--- config.mk ---
export PLATFORM = sky130hd
export DESIGN_NAME = jellyvl_synctimer_correct_sched
export DESIGN_NICKNAME = d
export VERILOG_FILES = /design/src/rtl/jellyvl_synctimer_correct_sched.sv
export SDC_FILE = /design/constraint.sdc
export NUM_CORES = 1
export LEC_CHECK = 0
export ABC_AREA = 1
export CAP_MARGIN = 20
export CORE_MARGIN = 2
export CORE_UTILIZATION = 30
export DETAILED_ROUTE_END_ITERATION = 7
export PLACE_DENSITY = 0.51
export SLEW_MARGIN = 20
export SYNTH_ARGS = -nofsm -noshare
export SYNTH_HDL_FRONTEND = slang
export SYNTH_SLANG_ARGS = --single-unit
--- constraint.sdc ---
create_clock -name clk -period 6.8 [get_ports clk]
set_input_delay 1.7 -clock clk [delete_from_list [all_inputs] [get_ports clk]]
set_output_delay 1.7 -clock clk [all_outputs]
set_load 0.05 [all_outputs]
--- src/rtl/jellyvl_synctimer_correct_sched.sv ---
// jellyvl_synctimer_correct_sched
//   Correction scheduler in front of the synctimer core's correct_* port.
//   It picks master-time samples from several requesters in round-robin
//   order and compares each one against the local current_time. It then
//   issues correct_time/correct_valid, and raises correct_override while
//   the local timer is unlocked or too far off.
//   Optional watchdog: define JELLYVL_SYNCTIMER_CORRECT_SCHED_WATCHDOG_EN to
//   build the timeout counter driven by param_timeout.
module jellyvl_synctimer_correct_sched #(
    parameter int                     TIMER_WIDTH   = 64,
    parameter int                     NUM_REQ       = 2,
    parameter int                     LOCK_COUNT    = 4,
    parameter logic [TIMER_WIDTH-1:0] COMP_TIME     = '0,
    parameter int                     TIMEOUT_WIDTH = 32
) (
    input  logic                           clk,
    input  logic                           reset,
    input  logic                           enable,
    input  logic [TIMER_WIDTH-1:0]         param_override_th,
    input  logic [TIMEOUT_WIDTH-1:0]       param_timeout,
    input  logic [TIMER_WIDTH-1:0]         current_time,
    input  logic [NUM_REQ*TIMER_WIDTH-1:0] req_time,
    input  logic [NUM_REQ-1:0]             req_valid,
    output logic [NUM_REQ-1:0]             req_ready,
    output logic                           correct_override,
    output logic [TIMER_WIDTH-1:0]         correct_time,
    output logic                           correct_valid,
    output logic [1:0]                     state,
    output logic                           locked
);

    localparam int IDX_W = (NUM_REQ > 1) ? $clog2(NUM_REQ) : 1;

    localparam logic [1:0] ST_UNLOCK  = 2'd0;
    localparam logic [1:0] ST_ACQUIRE = 2'd1;
    localparam logic [1:0] ST_LOCKED  = 2'd2;

    localparam logic [TIMER_WIDTH-1:0] DIFF_MIN = {1'b1, {(TIMER_WIDTH-1){1'b0}}};

    // unpacked view of the flattened request time bus
    logic [TIMER_WIDTH-1:0] req_time_arr [NUM_REQ];

    for (genvar gi = 0; gi < NUM_REQ; gi++) begin : g_unpack
        assign req_time_arr[gi] = req_time[gi*TIMER_WIDTH +: TIMER_WIDTH];
    end

    // ------------------------------------------------------------------
    // round-robin arbiter
    // ------------------------------------------------------------------
    logic [IDX_W-1:0]   rr_ptr_reg;
    logic [NUM_REQ-1:0] grant;
    logic [IDX_W-1:0]   grant_idx;
    logic               grant_any;
    logic [IDX_W-1:0]   cand;

    // first valid requester at or after the rr pointer wins
    always_comb begin
        grant     = '0;
        grant_idx = '0;
        grant_any = 1'b0;
        cand      = '0;
        if (enable) begin
            for (int k = 0; k < NUM_REQ; k++) begin
                cand = IDX_W'((32'(rr_ptr_reg) + k) % NUM_REQ);
                if (!grant_any && req_valid[cand]) begin
                    grant_any       = 1'b1;
                    grant_idx       = cand;
                    grant[cand]     = 1'b1;
                end
            end
        end
    end

    assign req_ready = grant;

    // priority moves to the requester after the one just served
    always_ff @(posedge clk or negedge reset) begin
        if (!reset) begin
            rr_ptr_reg <= '0;
        end else if (grant_any) begin
            if (grant_idx == IDX_W'(NUM_REQ - 1)) begin
                rr_ptr_reg <= '0;
            end else begin
                rr_ptr_reg <= grant_idx + 1'b1;
            end
        end
    end

    // ------------------------------------------------------------------
    // stage 1: capture accepted sample with latency compensation
    // ------------------------------------------------------------------
    logic                   s1_valid_reg;
    logic [TIMER_WIDTH-1:0] s1_time_reg;

    // latch the granted sample; enable low flushes it
    always_ff @(posedge clk or negedge reset) begin
        if (!reset) begin
            s1_valid_reg <= 1'b0;
            s1_time_reg  <= '0;
        end else begin
            s1_valid_reg <= enable && grant_any;
            if (grant_any) begin
                s1_time_reg <= req_time_arr[grant_idx] + COMP_TIME;
            end
        end
    end

    // ------------------------------------------------------------------
    // stage 2: error against local time
    // ------------------------------------------------------------------
    logic [TIMER_WIDTH-1:0] diff;
    logic [TIMER_WIDTH-1:0] abs_diff;
    logic                   out_of_range;

    // signed wrap-around difference; the most negative value has no
    // positive counterpart so it is always treated as out of range
    always_comb begin
        diff         = s1_time_reg - current_time;
        abs_diff     = diff[TIMER_WIDTH-1] ? ('0 - diff) : diff;
        out_of_range = (diff == DIFF_MIN) || (abs_diff > param_override_th);
    end

    // ------------------------------------------------------------------
    // watchdog
    // ------------------------------------------------------------------
    logic [1:0] state_reg;
    logic       wd_expire;
    logic       sample_take;

    assign sample_take = enable && s1_valid_reg;

`ifdef JELLYVL_SYNCTIMER_CORRECT_SCHED_WATCHDOG_EN
    logic [TIMEOUT_WIDTH-1:0] wd_cnt_reg;

    assign wd_expire = (param_timeout != '0) && (wd_cnt_reg >= param_timeout)
                       && (state_reg != ST_UNLOCK);

    // cycles since the last issued correction, saturating
    always_ff @(posedge clk or negedge reset) begin
        if (!reset) begin
            wd_cnt_reg <= '0;
        end else if (sample_take || wd_expire) begin
            wd_cnt_reg <= '0;
        end else if (wd_cnt_reg != '1) begin
            wd_cnt_reg <= wd_cnt_reg + 1'b1;
        end
    end
`else
    logic unused_param_timeout;

    assign unused_param_timeout = ^param_timeout;
    assign wd_expire            = 1'b0;
`endif

    // ------------------------------------------------------------------
    // lock FSM and output register
    // ------------------------------------------------------------------
    logic [3:0]             good_cnt_reg;
    logic                   correct_valid_reg;
    logic                   correct_override_reg;
    logic [TIMER_WIDTH-1:0] correct_time_reg;

    // one decision per stage-2 sample; a sample takes priority over expiry
    always_ff @(posedge clk or negedge reset) begin
        if (!reset) begin
            state_reg            <= ST_UNLOCK;
            good_cnt_reg         <= '0;
            correct_valid_reg    <= 1'b0;
            correct_override_reg <= 1'b0;
            correct_time_reg     <= '0;
        end else if (!enable) begin
            state_reg         <= ST_UNLOCK;
            good_cnt_reg      <= '0;
            correct_valid_reg <= 1'b0;
        end else if (s1_valid_reg) begin
            correct_valid_reg <= 1'b1;
            correct_time_reg  <= s1_time_reg;
            case (state_reg)
                ST_UNLOCK: begin
                    correct_override_reg <= 1'b1;
                    good_cnt_reg         <= '0;
                    state_reg            <= ST_ACQUIRE;
                end
                ST_ACQUIRE: begin
                    if (out_of_range) begin
                        correct_override_reg <= 1'b1;
                        good_cnt_reg         <= '0;
                    end else begin
                        correct_override_reg <= 1'b0;
                        good_cnt_reg         <= good_cnt_reg + 4'd1;
                        if (good_cnt_reg + 4'd1 == 4'(LOCK_COUNT)) begin
                            state_reg <= ST_LOCKED;
                        end
                    end
                end
                ST_LOCKED: begin
                    if (out_of_range) begin
                        correct_override_reg <= 1'b1;
                        good_cnt_reg         <= '0;
                        state_reg            <= ST_ACQUIRE;
                    end else begin
                        correct_override_reg <= 1'b0;
                    end
                end
                default: begin
                    correct_override_reg <= 1'b1;
                    good_cnt_reg         <= '0;
                    state_reg            <= ST_UNLOCK;
                end
            endcase
        end else begin
            correct_valid_reg <= 1'b0;
            if (wd_expire) begin
                state_reg    <= ST_UNLOCK;
                good_cnt_reg <= '0;
            end
        end
    end

    assign correct_valid    = correct_valid_reg;
    assign correct_override = correct_override_reg;
    assign correct_time     = correct_time_reg;
    assign state            = state_reg;
    assign locked           = (state_reg == ST_LOCKED);

endmodule

==> results of run 1 <==
[tightest hold or removal path: cells and delay by family, from the launching register on]
family | cells | cell delay [ps]
AND/OR/NAND/NOR | 1 | 50
flip-flops | 1 | 340
AO/OA/AOI/OAI | 1 | 60
[synth_stat cells (9+ instances only)]
library cell,instances
a21oi_1,102
clkbuf_1,39
dfrtp_1,138
ha_1,133
inv_1,566
nand2_1,808
nand2_2,15
nand3_1,89
nand3_2,9
nand3b_1,23
nand4_1,44
nor2_1,212
nor2_2,16
nor3_1,20
o21ai_0,161
o22ai_1,66
xnor2_1,16
xor2_1,41
[through the flow]
step / hold slack [ps] / cells / TNS, ps
3_3_place_gp: 467 / 3864 / -2850
6_report: 488 / 3900 / 0
5_1_grt: 516 / 3900 / 0
4_1_cts: 494 / 3896 / 0
3_5_place_dp: 476 / 3864 / -3160
2_1_floorplan: 469 / 2579 / 0
[kinds of logic after synthesis]
| kind of cell | after synthesis | share of synthesized area (%) |
|---|---|---|
| xor+xnor | 58 | 3.36 |
| compound gates | 368 | 13.3 |
| buf+inv | 622 | 15.2 |
| fa+ha+maj | 134 | 11.0 |
| simple gates | 1259 | 34.7 |
| flops | 138 | 22.5 |
[how the worst max path moves through the flow]
stage | from | endpoint | cells after the start | slack, ps
2_1_floorplan | current_time[0] | state[0] | 34 | 1110
3_3_place_gp | current_time[5] | state[0] | 39 | -430
3_5_place_dp | current_time[5] | state[0] | 39 | -480
4_1_cts | current_time[5] | good_cnt_reg[0] | 36 | 110
5_1_grt | current_time[29] | state[0] | 37 | 20
6_report | current_time[8] | state[0] | 35 | 430
[placed cells by master, fill, tap and decap left out, types with 8 or more instances in the layout]
master             n
nand2_1          778
inv_1            563
buf_4            333
clkdlybuf4s50_1  329
nor2_1           192
o21ai_0          156
dfrtp_1          138
ha_1             111
a21oi_1           93
nand3_1           82
o22ai_1           66
nand4_1           44
nand2_2           41
xor2_1            41
nor2_2            31
nand3b_1          23
clkbuf_16         17
nand3_2           15
xnor2_1           15
ha_2              15
nor3_1            14
nor2_4            11
a21oi_2           10
inv_2             10
nor3_2             8
o21bai_1           8
[what timing repair did]
action	CTS	global route
endpoints found under the setup margin	3	7
setup buffers	0	3
cloned	0	0
gates resized for setup	1	115
pin swaps	0	17
[per-layer routing]
metal	vias up	GRT usage, %
li1	9287	-
met1	8092	31.2
met4	0	3.99
met3	36	3.60
met2	348	35.2
met5	-	0
[layout make-up]
type | instances | area [um^2]
multi-input combinational | 1819 | 10000
clock inverter | 12 | 140
timing repair buffer | 664 | 5820
tap | 672 | 841
fill | 5300 | 27500
antenna | 1 | 2.50
clock buffer | 20 | 457
inverter | 574 | 2150
sequential | 138 | 3450
[power groups by stage]
stage | sequential, uW | clock [uW] | combinational [uW]
after floorplan | 1360 | 0 | 1860
after global placement | 1090 | 0 | 3670
after detailed placement | 1090 | 0 | 3750
after CTS | 1080 | 989 | 3760
after global routing | 1100 | 1020 | 4300
final | 1080 | 963 | 3840
==> results.json, run 1 <==
{
  "ys_seq_area_share_pct": 22.5,
  "synth_top_area_share_pct": 22.5,
  "switching_share_pct": 46.2,
  "fin_worst_skew_ps": 11.9,
  "grt_pass1_wl_mm": 92.4,
  "p_int_uw": 3170,
  "grt_use_total_pct": 22.0,
  "cp_max_fo": 4,
  "area_growth_pct": 48.9,
  "cts.sinks": 138,
  "h-tree-depth": 4,
  "io_pins": 364,
  "wl_met2_mm": 25.6,
  "dieHeight_um": 230,
  "gp_congestion": 0.912,
  "fin_crit_sh_pct": 93.7,
  "placed_cell_area_um2": 21800,
  "rows": 82,
  "max_freq_ghz": 0.157,
  "hp-start": "correct_time[5]",
  "hold_depth": 2,
  "status": "complete, no violations",
  "m1WireLength_mm": 28.9,
  "path_delay_family": "simple AND/OR/NAND/NOR gates",
  "ys.flop_type": "dfrtp_1",
  "routed_wl_mm": 58.1,
  "syn-cell-area_um2": 15400,
  "drive_above_1_share_pct": 16.5,
  "core_um2": 50400,
  "grt_overflow": 0,
  "netlist_instances": 2579,
  "num_vias": 17800,
  "vias_per_cell": 4.55,
  "yosysTopAreaCell": "dfrtp_1",
  "utilization_pct": 45.4,
  "wire_per_inst_um": 14.9,
  "cp_slowest_cell": "clkdlybuf4s50_1",
  "finalSetupViolations": 0,
  "crit_required_ps": 7130,
  "grt_pass1_vias": 17600,
  "drcViolationCount": 0,
  "crit_buf_inv": 7,
  "avgSynthCellArea_um2": 5.96,
  "power_frac_seq_pct": 18.3,
  "setup_ws_ps": 426,
  "rsz0062_at_grt": "false",
  "p_per_area_nw_per_um2": 257,
  "cts_hold_buffers": 0,
  "crit_type": "in2reg",
  "max-slew-margin-rel_pct": 39.8,
  "r2r_slack_ps": 1720,
  "startpoint_type": "primary input",
  "nets": 3641,
  "p_leak_uw": 0.0125,
  "clkTransAtPathRegs_ps": 60,
  "synth_edf_count": 0,
  "layout_min_cycle_time_ps": 6370,
  "dr.pass1.iters": 5,
  "postRouteAntennaNets": 0,
  "start_util_pct": 30.5,
  "hold_path_class": "reg2reg",
  "finish.instance_area_um2": 22900,
  "cts_root_buffer": "clkbuf_16",
  "dieArea_um2": 53000,
  "ir_drop_uv": 193,
  "syn_nets": 3006,
  "clkPwrFrac_pct": 16.4,
  "antenna_found_initial": 1,
  "cts_tree": "yes",
  "drt_iter0_drc": 860,
  "synthDistinctLibCells": 50,
  "highest_layer": "met4",
  "grt_max_degree": 97,
  "ys_ff_latch": 138,
  "ys_async_sr_fraction_pct": 100,
  "arrival_ps": 6700,
  "p_sw_uw": 2720,
  "holdPathEnd": "correct_time[5]",
  "io_buffers": 331,
  "cts_buffers": 17,
  "crit_top_cell": "nand2_1",
  "routed-wl-met3_mm": 2.91,
  "final_hold_viol_count": 0,
  "p_total_uw": 5880,
  "drv_slew": 0,
  "combinationalPowerShare_pct": 65.3,
  "max_stage_delay_ps": 450,
  "die_x_um": 230,
  "end_kind": "flop",
  "max_cap_violations": 0,
  "clockBufferDepth": 2,
  "place_ws_ps": -480,
  "yosysWarnings": 0,
  "dp_hpwl_mm": 50.1,
  "max_slew.worst_pin.slew_ps": 902,
  "reg2regPathDepth": 34,
  "rr_startpoint": "s1_time_reg[0]",
  "synthTopCellsByArea": "dfrtp_1, nand2_1, inv_1",
  "timing.rr.end": "state[0]",
  "clock_latency_ps": 440
}
Note: power is estimated with default switching activity, not from simulation.
==> run 2: changes to the inputs <==
--- a/config.mk
+++ b/config.mk
@@ -10,6 +10,7 @@
 export CORE_MARGIN = 2
 export CORE_UTILIZATION = 30
 export DETAILED_ROUTE_END_ITERATION = 7
+export GPL_TIMING_DRIVEN = 0
 export PLACE_DENSITY = 0.51
 export SLEW_MARGIN = 20
 export SYNTH_ARGS = -nofsm -noshare
==> run 2 against run 1 <==
Clock-buffer cell count stayed put. Non-clock buffer count decreased by 270. Global-route usage up 0.32 points. Largest cell class unchanged. First-iteration DRC count shrank 10%. Total power is 9.0% lower. Critical path type is now in2out.
==> results.json, run 2 (same netlist as run 1, synthesis figures left out) <==
{
  "status": "complete, no violations",
  "drt_iter0_drc": 771,
  "path_cells": "clkdlybuf4s50_1 -> nand2_1 -> inv_1 -> nand2_1 -> inv_1 -> clkbuf_1 -> clkbuf_1 -> clkdlybuf4s50_1",
  "utilization_pct": 41.2,
  "seq_area_um2": 3450,
  "antenna_found_initial": 7,
  "rows": 82,
  "finalSetupViolations": 0,
  "ir_drop_uv": 135,
  "postRouteAntennaNets": 0,
  "end_kind": "output port",
  "finalNonFillerCells": 3632,
  "crit_type": "in2out",
  "grt_pass1_vias": 17000,
  "area_growth_pct": 35.1,
  "start_util_pct": 30.5,
  "finish.instance_area_um2": 20800,
  "drv_slew": 0,
  "placed_cell_area_um2": 19600,
  "drcViolationCount": 0,
  "cts_tree": "yes",
  "clockBufferDepth": 2,
  "io_buffers": 331,
  "grt_max_degree": 93,
  "cts_buffers": 17,
  "gp_congestion": 0.880,
  "dp_hpwl_mm": 51.7,
  "place_ws_ps": -1030,
  "multi_input_area_um2": 10100,
  "fin_worst_skew_ps": 7.93,
  "grt_overflow": 0,
  "max_stage_delay_ps": 910,
  "vias_per_cell": 4.67,
  "grt_use_total_pct": 22.3,
  "io_pins": 364,
  "crit_required_ps": 5100,
  "fillers": 5431,
  "max_freq_ghz": 0.154,
  "wire_per_inst_um": 16.4,
  "cts_root_buffer": "clkbuf_16",
  "nets": 3371,
  "dr.pass1.iters": 5,
  "hold_path_class": "reg2reg",
  "crit_buf_inv": 6,
  "final_common_cell": "nand2_1",
  "max_slew.worst_pin.slew_ps": 998,
  "dieArea_um2": 53000,
  "h-tree-depth": 4,
  "max-slew-margin-rel_pct": 33.5,
  "die_x_um": 230,
  "p_per_area_nw_per_um2": 258,
  "p_leak_uw": 0.0110,
  "place_inst": 3583,
  "setup_ws_ps": 321,
  "final_cell_mix": "nand2_1, inv_1, clkdlybuf4s50_1",
  "num_vias": 17000,
  "cp_max_fo": 10,
  "max_cap_violations": 0,
  "clock_latency_ps": 440,
  "core_um2": 50400,
  "routed_wl_mm": 59.6,
  "layout_min_cycle_time_ps": 6480,
  "cts.sinks": 138,
  "path_delay_family": "buffers and inverters",
  "drive_above_1_share_pct": 8.19,
  "fin_crit_sh_pct": 95.3,
  "grt_pass1_wl_mm": 91.7,
  "clkTransAtPathRegs_ps": 60,
  "startpoint_type": "primary input",
  "dieHeight_um": 230,
  "final_hold_viol_count": 0,
  "cp_slowest_cell": "clkdlybuf4s50_1",
  "p_total_uw": 5350,
  "arrival_ps": 4780
}
run 2: stage by stage:
step                setup TNS [ps]  hold WS [ps]
floorplan                        0           469
global placement           -222210           472
detailed placement           -7130           474
CTS                              0           488
global route                  -368           524
finish                           0           489
run 2: final timing paths:
check	from	end	slack, ps	cells after the start
setup / recovery	enable	req_ready[1]	320	8
hold / removal	correct_time[46]	correct_time[46]	490	2
setup reg to reg	s1_time_reg[0]	state[0]	1560	33
hold reg to reg	correct_time[46]	correct_time[46]	490	2
max in group asynchronous	reset	correct_time[55]	4830	2
min in group asynchronous	reset	state[1]	1150	1
run 2: worst register-to-register path, delay by kind of cell (launching register included):
kind	cells	cell delay (ps)
AND/OR/NAND/NOR	26	3290
adder cells (fa/ha/maj)	4	1220
flip-flops	1	320
AO/OA/AOI/OAI	1	190
buffers and inverters	2	100
run 2: routing by layer:
metal | up-vias | part of all wire [%] | track usage, %
met1 | 7742 | 48 | 30.6
met3 | 65 | 5.1 | 3.89
met5 | - | 0.082 | 0
met2 | 371 | 44 | 35.4
met4 | 6 | 2.9 | 7.00
li1 | 8776 | - | -
run 2: where the power goes:
group          total [uW]  switching, uW  leakage (uW)  internal (uW)
Clock                 924            378      0.000272            546
Combinational        3350           2140       0.00902           1200
Sequential           1080            116       0.00170            967
Total                5350           2640        0.0110           2720
run 2: cell type report:
cell class | count | area share (%)
buffer | 48 | 0.916
antenna | 4 | 0.0482
clock inverter | 11 | 0.597
sequential | 138 | 16.6
multi-input combinational | 1819 | 48.6
inverter | 574 | 10.4
timing repair buffer | 346 | 16.6
tap | 672 | 4.05
clock buffer | 20 | 2.15
run 2: repair_timing:
item                       CTS  global route
pin swaps                    0            34
setup endpoints to repair    7             7
hold endpoints to repair     0             0
gates resized for setup      9           145
setup buffers                0            14
hold buffers                 0             0
